===== src/rtl/uart_pkg.sv =====
// Shared UART definitions: FSM state encoding and default frame constants.
// The receiver uses it today; the transmitter will use it later.
package uart_pkg;

    localparam int unsigned UART_DATA_BITS  = 32'd8;
    localparam int unsigned UART_OVERSAMPLE = 32'd16;

    typedef enum logic [2:0] {
        ST_IDLE    = 3'd0,
        ST_START   = 3'd1,
        ST_DATA    = 3'd2,
        ST_STOP    = 3'd3,
        ST_RECOVER = 3'd4
    } uart_state_e;

endpackage


===== src/rtl/uart_receiver_sync.sv =====
// Two-flop synchronizer for the asynchronous serial line.
// Both flops reset to 1 (line idle) so reset release never looks like a start bit.
module rx_synchronizer (
    input  logic clk,
    input  logic reset,
    input  logic async_i,
    output logic sync_o
);

    logic meta_q;
    logic sync_q;

    // Two-stage metastability filter, preset to the idle level.
    always_ff @(posedge clk or posedge reset) begin
        if (reset) begin
            meta_q <= 1'b1;
            sync_q <= 1'b1;
        end else begin
            meta_q <= async_i;
            sync_q <= meta_q;
        end
    end

    assign sync_o = sync_q;

endmodule


===== src/rtl/uart_receiver.sv =====
// Oversampling UART receiver: start-bit validation at mid bit, LSB-first data,
// single stop bit. Framing errors park the FSM in RECOVER until the line is high.
module uart_receiver
    import uart_pkg::*;
#(
    parameter int unsigned DATA_BITS  = UART_DATA_BITS,
    parameter int unsigned OVERSAMPLE = UART_OVERSAMPLE
) (
    input  logic                 clk,
    input  logic                 reset,
    input  logic                 tick,
    input  logic                 rx,
    output logic [DATA_BITS-1:0] rx_data,
    output logic                 rx_valid,
    output logic                 frame_error,
    output logic                 busy
);

    localparam int unsigned CW = $clog2(OVERSAMPLE);
    localparam int unsigned BW = (DATA_BITS > 32'd1) ? $clog2(DATA_BITS) : 32'd1;

    // Count value seen just before the tick that reaches mid start bit.
    localparam logic [CW-1:0] CNT_HALF = CW'(OVERSAMPLE / 32'd2 - 32'd1);
    localparam logic [CW-1:0] CNT_LAST = CW'(OVERSAMPLE - 32'd1);
    localparam logic [CW-1:0] CNT_ONE  = CW'(32'd1);
    localparam logic [BW-1:0] IDX_LAST = BW'(DATA_BITS - 32'd1);
    localparam logic [BW-1:0] IDX_ONE  = BW'(32'd1);

    logic                 rx_s;
    uart_state_e          state_q, state_d;
    logic [CW-1:0]        cnt_q, cnt_d, cnt_nxt_s;
    logic [BW-1:0]        idx_q, idx_d, idx_nxt_s;
    logic [DATA_BITS-1:0] shift_q, shift_d;
    logic [DATA_BITS-1:0] data_q, data_d;
    logic                 valid_q, valid_d;
    logic                 ferr_q, ferr_d;
    logic                 busy_q, busy_d;

    rx_synchronizer u_sync (
        .clk     (clk),
        .reset   (reset),
        .async_i (rx),
        .sync_o  (rx_s)
    );

    // Next-state, counter, shift register and output-pulse decode.
    always_comb begin
        state_d   = state_q;
        cnt_nxt_s = cnt_q;
        idx_nxt_s = idx_q;
        shift_d   = shift_q;
        data_d    = data_q;
        valid_d   = 1'b0;
        ferr_d    = 1'b0;

        case (state_q)
            ST_IDLE: begin
                if (!rx_s) begin
                    state_d = ST_START;
                end else begin
                    state_d = ST_IDLE;
                end
            end
            ST_START: begin
                if (tick) begin
                    if (cnt_q == CNT_HALF) begin
                        if (rx_s) begin
                            state_d = ST_IDLE;      // glitch, not a real start bit
                        end else begin
                            state_d = ST_DATA;
                        end
                    end else begin
                        cnt_nxt_s = cnt_q + CNT_ONE;
                    end
                end else begin
                    cnt_nxt_s = cnt_q;
                end
            end
            ST_DATA: begin
                if (tick) begin
                    if (cnt_q == CNT_LAST) begin
                        cnt_nxt_s = '0;
                        shift_d   = shift_q >> 1;
                        shift_d[DATA_BITS-1] = rx_s;
                        if (idx_q == IDX_LAST) begin
                            state_d = ST_STOP;
                        end else begin
                            idx_nxt_s = idx_q + IDX_ONE;
                        end
                    end else begin
                        cnt_nxt_s = cnt_q + CNT_ONE;
                    end
                end else begin
                    cnt_nxt_s = cnt_q;
                end
            end
            ST_STOP: begin
                if (tick) begin
                    if (cnt_q == CNT_LAST) begin
                        data_d = shift_q;
                        if (rx_s) begin
                            valid_d = 1'b1;
                            state_d = ST_IDLE;
                        end else begin
                            ferr_d  = 1'b1;
                            state_d = ST_RECOVER;
                        end
                    end else begin
                        cnt_nxt_s = cnt_q + CNT_ONE;
                    end
                end else begin
                    cnt_nxt_s = cnt_q;
                end
            end
            ST_RECOVER: begin
                if (rx_s) begin
                    state_d = ST_IDLE;
                end else begin
                    state_d = ST_RECOVER;
                end
            end
            default: begin
                state_d = ST_IDLE;
            end
        endcase

        // Counters restart on every state entry.
        if (state_d != state_q) begin
            cnt_d = '0;
            idx_d = '0;
        end else begin
            cnt_d = cnt_nxt_s;
            idx_d = idx_nxt_s;
        end

        busy_d = (state_d != ST_IDLE);
    end

    // State and registered outputs, cleared asynchronously by reset.
    always_ff @(posedge clk or posedge reset) begin
        if (reset) begin
            state_q <= ST_IDLE;
            cnt_q   <= '0;
            idx_q   <= '0;
            shift_q <= '0;
            data_q  <= '0;
            valid_q <= 1'b0;
            ferr_q  <= 1'b0;
            busy_q  <= 1'b0;
        end else begin
            state_q <= state_d;
            cnt_q   <= cnt_d;
            idx_q   <= idx_d;
            shift_q <= shift_d;
            data_q  <= data_d;
            valid_q <= valid_d;
            ferr_q  <= ferr_d;
            busy_q  <= busy_d;
        end
    end

    assign rx_data     = data_q;
    assign rx_valid    = valid_q;
    assign frame_error = ferr_q;
    assign busy        = busy_q;

endmodule


===== config.mk =====
export PLATFORM = sky130hd
export DESIGN_NAME = uart_receiver
export DESIGN_NICKNAME = d
export VERILOG_FILES = /design/src/rtl/uart_pkg.sv /design/src/rtl/uart_receiver_sync.sv /design/src/rtl/uart_receiver.sv
export SDC_FILE = /design/constraint.sdc
export NUM_CORES = 1
export LEC_CHECK = 0
export ABC_AREA = 1
export CORE_MARGIN = 2
export CORE_UTILIZATION = 32
export CTS_CLUSTER_SIZE = 24
export DETAILED_ROUTE_END_ITERATION = 6
export PLACE_DENSITY_LB_ADDON = 0.2
export SETUP_SLACK_MARGIN = 0.4
export SLEW_MARGIN = 20
export SYNTH_ARGS = -nofsm -noshare
export SYNTH_HDL_FRONTEND = slang
export SYNTH_HIERARCHICAL = 1
export SYNTH_SLANG_ARGS = --single-unit

===== constraint.sdc =====
create_clock -name clk -period 1.4 [get_ports clk]
set_input_delay 0.35 -clock clk [delete_from_list [all_inputs] [get_ports clk]]
set_output_delay 0.35 -clock clk [all_outputs]
set_load 0.05 [all_outputs]

==> results of run 1 <==
sequential cells by signal (all words and copies together) (netlist names):
| signal | cells |
|---|---|
| rx_data | 8 |
| shift_q | 8 |
| cnt_q | 4 |
| idx_q | 3 |
| state_q | 3 |
| busy | 1 |
| frame_error | 1 |
| rx_valid | 1 |
| u_sync/meta_q | 1 |
| u_sync/sync_o | 1 |
power by group:
| group | leakage, nW | internal, W | switching, W |
|---|---|---|---|
| Combinational | 0.602 | 0.000446 | 0.000545 |
| Sequential | 0.411 | 0.000968 | 0.0000854 |
| Clock | 0.0612 | 0.000575 | 0.000341 |
| Total | 1.07 | 0.00199 | 0.000971 |
worst max path at each step:
| stage | cells after the start | slack, ns | startpoint | to |
|---|---|---|---|---|
| 5_1_grt | 8 | -0.28 | cnt_q[0] | cnt_q[3] |
| 4_1_cts | 8 | -0.09 | cnt_q[1] | cnt_q[0] |
| 6_report | 8 | -0.18 | cnt_q[0] | cnt_q[0] |
| 2_1_floorplan | 8 | 0.04 | cnt_q[1] | cnt_q[0] |
| 3_3_place_gp | 8 | -0.34 | tick | busy |
| 3_5_place_dp | 9 | -0.38 | tick | cnt_q[0] |
cell families (layout without fill, tap and decap cells):
family                     Yosys count  in the layout  share of synthesized area
muxes                                1              1                   0.007627
adders and majority gates            3              3                    0.02543
DFF                                 31             31                     0.5271
xor gates and xnor gates             2              2                    0.01187
AOI/OAI and AO/OA                   25             25                    0.09068
buffers and inverters               24             74                    0.06525
and+or+nand+nor                     75             75                     0.2720
worst max-delay path, delay by kind of cell, from the launching register on:
kind                     cells  cell delay, ns
AND/OR/NAND/NOR              6            0.62
flip-flops                   1            0.41
AO/OA/AOI/OAI                1            0.24
adder cells (fa/ha/maj)      1            0.20
synthesized netlist by cell type, drive strengths merged:
library cell  count
dfrtp            29
nor2             18
ha                3
o21ai            21
nand2            38
inv              21
dfstp             2
nor3              1
o211ai            1
a21oi             2
buf               3
mux2              1
nand3            12
xnor2             1
xor2              1
nand4             5
nand3b            1
o31ai             1
through the flow:
step           std cells    util
4_1_cts              253  0.4895
3_5_place_dp         241  0.4470
3_3_place_gp         241  0.4470
2_1_floorplan        161       -
5_1_grt              263  0.5411
6_report             263  0.5411
area by class of cell:
type	instances	area share
clock buffers	6	0.03457
clock inverters	2	0.01467
repair buffers	45	0.2326
well taps	52	0.02724
inverters	21	0.03300
flip-flops and latches	31	0.3274
multi-input cells	106	0.3305
metal layers:
metal / wire [um] / global-route usage / up-vias / part of all wire
met1: 1471 / 0.1676 / 619 / 0.44
met3: 99 / 0.04583 / 5 / 0.030
met4: 44 / 0.06289 / 0 / 0.013
met5: 0 / 0 / - / 0
li1: - / - / 626 / -
met2: 1709 / 0.2212 / 14 / 0.51
timing repair:
item	CTS	global route
endpoints found under the hold margin	0	0
setup endpoints to repair	40	40
resized for setup	12	42
pin swaps	5	9
setup buffers	4	8
gates cloned	0	2
==> impl_metrics.ini, run 1 <==
[clocking]
buffer_cell_driving_the_clock_tree_root = sky130_fd_sc_hd__clkbuf_8
post_cts_hold_buffer_count = 0
clkSinkCount = 31
tritoncts_clock_tree = yes
worstSkewPairLatency_ns = 0.29
clkSlewWorstSetupHoldPaths_ns = 0.07
cts_made_buffers = 5
clock_path_buffers = 2
h-tree-depth = 2

[grt]
initial_antenna_violation_count = 0
grt_max_degree = 30
grt.total_usage = 0.1374
grt_first_pass_wirelength_mm = 5.382
overflow = 0
number_of_global_route_vias_before_repair = 1204

[sta]
postLayoutSetupSlackWorst_ns = -0.1806
clock-skew-final_ns = 0.007152
relative_slew_slack = 0.8088
tightest_slew_ns = 0.2868
holdWs_ns = 0.3600
final.setup.tns_ns = -2.339
setup-violations-final = 24
min_period_over_period = 1.129
layout_min_cycle_time_ns = 1.581
hold_viol = 0
timing_max_transition_violations_final = 0
maxClockFrequency_mhz = 632.7
setup_repair_after_global_routing_missed_its_margin = true

[finish]
layout.cells.most_common_list = 26 x sky130_fd_sc_hd__dfrtp_1, 21 x sky130_fd_sc_hd__buf_4, 17 x sky130_fd_sc_hd__inv_1, 17 x sky130_fd_sc_hd__nand2_1, 14 x sky130_fd_sc_hd__nand2_2
drive_above_1_share = 0.4976
synthToLayoutAreaGrowth_pct = 61.78
antenna_cells = 0
ff_latch_area_sq_um = 782.0
multi_input_area_sq_um = 789.5
layout_commonest_cell = sky130_fd_sc_hd__dfrtp_1
finalInstanceArea_sq_mm = 0.002389
filler_cell_count_in_the_final_layout = 369
final_net_count = 217

[outcome]
violations_in_the_final_reports = setup timing
outcome = finished with violations

[yosys]
synth_area_sq_mm = 0.001476
synthCells = 161
synth_nets = 168
yosysWarningCount = 6
syn_area_per_cell_sq_um = 9.170
postSynthRegisterBits = 31
synth_cell_type_count = 29
yosys-top-cells-area = sky130_fd_sc_hd__dfrtp_1 49%, sky130_fd_sc_hd__nand2_1 8.6%, sky130_fd_sc_hd__o21ai_0 6.8%, sky130_fd_sc_hd__inv_1 4.6%, sky130_fd_sc_hd__dfstp_2 3.6%
synth_top_cell_area_share = 0.4915
synth_top_area_cell = sky130_fd_sc_hd__dfrtp_1
synth_seq_area_share = 0.5271

[placed_design]
place.gp.congestion = 0.8945
placement.setup.worst_slack_ns = -0.3815
post_dp_cell_area_sq_mm = 0.001973
portBuffers = 14
hpwl_mm = 2.165

[worst_setup_path]
r2r_cells = 8
criticalPathCategory = reg -> reg
end_kind = flip-flop
r2r_setup_slack_ns = -0.18
worst-endpoint-required_ns = 1.57
rr_startpoint = cnt_q[0]
arrival_time_reported_for_the_critical_path_endpoint_ns = 1.75
cp_cell_sequence = ha_4, nand4_1, a21oi_2, nand3_2, nand2_2, nand2_2, nand2_4, nor2_1
timing.critical_path.fanout_max = 7
startpoint_type = flip-flop
reg2reg_to = cnt_q[0]
largest_stage_delay_on_the_critical_path_ns = 0.41
crit_path_frequent_cell = sky130_fd_sc_hd__nand2_2
cpMaxStageDelayCell = sky130_fd_sc_hd__dfrtp_1

[detailed_routing]
route.detailed.drc = 0
drt_pre_antenna_iters = 4
number_of_antenna_violating_nets_in_the_routed_design = 0
num_vias = 1264
postRouteWirelength_mm = 3.325
detail_route.vias_per_cell = 4.806
drt-initial-drc-count = 85
post_drt_wl_per_cell_um = 12.64

[die]
initial_core_util = 0.3345
die-area_sq_mm = 0.005173
die_h_um = 71.93
fp.coreArea_sq_mm = 0.004414
placement_rows = 24
io_pins = 15
die-width_um = 71.93

[job]
cap_violations = 0

[pwr]
total_power_w = 0.002960
cellLeakagePower_nw = 1.074
p_per_area_mw_per_mm2 = 1239
worst_ir_drop_vdd_uv = 885.6

[hold_path]
whs_endpoint = u_sync/sync_o
hp-class = reg -> reg
min_path_cells = 0
source_of_the_worst_hold_timing_path = u_sync/meta_q
(Power assumes the default switching activity.)
==> run 2: changes to the inputs <==
--- a/config.mk
+++ b/config.mk
@@ -6,6 +6,7 @@
 export NUM_CORES = 1
 export LEC_CHECK = 0
 export ABC_AREA = 1
+export CORE_ASPECT_RATIO = 0.9
 export CORE_MARGIN = 2
 export CORE_UTILIZATION = 32
 export CTS_CLUSTER_SIZE = 24
==> run 2 against run 1 <==
  * Register-to-register slack better by 0.09 ns
  * Non-clock buffer count is 5 higher
  * Flip-flop and latch count stayed put
  * The flow still finishes with violations (setup timing)
  * Final cell count up 5.7%
  * Routed wire length increased by 1.0%
  * Setup slack improved by 0.083 ns
  * Largest cell class is now registers
  * Via count up 0.79%
==> impl_metrics.ini, run 2 (synthesis results as in run 1) <==
[detailed_routing]
postRouteWirelength_mm = 3.359
post_drt_wl_per_cell_um = 12.08
num_vias = 1274
drt_pre_antenna_iters = 4
drt-initial-drc-count = 72
route.detailed.drc = 0
detail_route.vias_per_cell = 4.583
number_of_antenna_violating_nets_in_the_routed_design = 0

[worst_setup_path]
criticalPathCategory = in -> reg
sum_of_buffers_and_inverters_on_the_critical_path = 1
worst-endpoint-required_ns = 1.58
arrival_time_reported_for_the_critical_path_endpoint_ns = 1.68
cp_cell_sequence = clkdlybuf4s50_1, nand4_1, a21oi_2, nand3_2, nand2_1, nand2_2, nand2_4, nor2_1
critPathTopFamily = simple AND/OR/NAND/NOR gates
cpMaxStageDelayCell = sky130_fd_sc_hd__clkdlybuf4s50_1
startpoint_type = primary input
timing.critical_path.fanout_max = 7
largest_stage_delay_on_the_critical_path_ns = 0.51
end_kind = flip-flop

[die]
die-width_um = 75.60
fp.coreArea_sq_mm = 0.004461
die-area_sq_mm = 0.005174
placement_rows = 23
io_pins = 15
initial_core_util = 0.3310
die_h_um = 68.44

[sta]
holdWs_ns = 0.3574
relative_slew_slack = 0.8419
clock-skew-final_ns = 0.005253
final.setup.tns_ns = -1.304
tightest_slew_ns = 0.2358
setup-violations-final = 22
timing_max_transition_violations_final = 0
layout_min_cycle_time_ns = 1.498
maxClockFrequency_mhz = 667.6
postLayoutSetupSlackWorst_ns = -0.09792
hold_viol = 0
min_period_over_period = 1.070
setup_repair_after_global_routing_missed_its_margin = true

[pwr]
p_per_area_mw_per_mm2 = 1226
worst_ir_drop_vdd_uv = 741.5
total_power_w = 0.002892
cellLeakagePower_nw = 1.117

[grt]
number_of_global_route_vias_before_repair = 1291
grt_max_degree = 30
grt.total_usage = 0.1447
grt_first_pass_wirelength_mm = 5.561
initial_antenna_violation_count = 0
overflow = 0

[clocking]
cts_made_buffers = 5
clock_path_buffers = 2
clkSlewWorstSetupHoldPaths_ns = 0.06
tritoncts_clock_tree = yes
clkSinkCount = 31
buffer_cell_driving_the_clock_tree_root = sky130_fd_sc_hd__clkbuf_8
h-tree-depth = 2
worstSkewPairLatency_ns = 0.29

[finish]
finalInstanceArea_sq_mm = 0.002359
final_net_count = 222
antenna_cells = 0
fin_cells = 278
layout.cells.most_common_list = 28 x sky130_fd_sc_hd__nand2_1, 28 x sky130_fd_sc_hd__dfrtp_1, 28 x sky130_fd_sc_hd__buf_4
synthToLayoutAreaGrowth_pct = 59.75
drive_above_1_share = 0.4907

[placed_design]
portBuffers = 14
hpwl_mm = 2.297
place.gp.congestion = 0.8308
placedCellCount = 255
post_dp_cell_area_sq_mm = 0.002016

[outcome]
violations_in_the_final_reports = setup timing
outcome = finished with violations

[job]
cap_violations = 0

[hold_path]
hp-class = reg -> reg
## run 2: cell count changes in the layout (fill, tap and decap cells not counted), sizes merged
cell	previous run	this run
buf	41	47
bufinv	1	0
## run 2: routing by layer
layer / share of wire / track usage
met1: 0.44 / 0.1743
met2: 0.51 / 0.2413
met3: 0.033 / 0.04418
met4: 0.012 / 0.05702
met5: 0 / 0
## run 2: timing repair
| item | 4_1_cts | 5_1_grt |
|---|---|---|
| setup endpoints to repair | 40 | 40 |
| pin swaps | 7 | 5 |
| cloned | 1 | 0 |
| hold buffers | 0 | 0 |
| resized for setup | 15 | 27 |
| buffers inserted | 7 | 7 |
## run 2: area by class of cell
| cell class | instances | area [sq um] |
|---|---|---|
| Clock buffer | 7 | 86.33 |
| Multi-Input combinational cell | 106 | 763.2 |
| Inverter | 21 | 78.83 |
| Clock inverter | 1 | 5.005 |
| Timing Repair Buffer | 50 | 568.0 |
| Fill cell | 394 | 2102 |
| Sequential cell | 31 | 779.5 |
| Tap cell | 62 | 77.57 |
## run 2: per-stage QoR
step | worst slack (ns) | utilization
global route | -0.1657 | 0.5288
detailed placement | -0.3796 | 0.4519
finish | -0.09792 | 0.5288
CTS | -0.07346 | 0.4987
global placement | -0.3321 | 0.4519
floorplan | 0.04302 | -
## run 2: final timing paths
check                         startpoint  slack (ns)             to  depth (start not counted)
min in group asynchronous          reset        0.41  u_sync/meta_q                          2
min                        u_sync/meta_q        0.36  u_sync/sync_o                          0
max reg2reg                     cnt_q[0]       -0.09       idx_q[2]                          9
min reg2reg                u_sync/meta_q        0.36  u_sync/sync_o                          0
max in group asynchronous          reset        0.80     state_q[1]                          3
max                                 tick        -0.1       idx_q[2]                          8
## run 2: power breakdown
part           total, W  switching [W]  internal (W)
clock network  0.000737       0.000341      0.000396
logic           0.00111       0.000597      0.000514
registers       0.00104      0.0000755      0.000968
total           0.00289        0.00101       0.00188
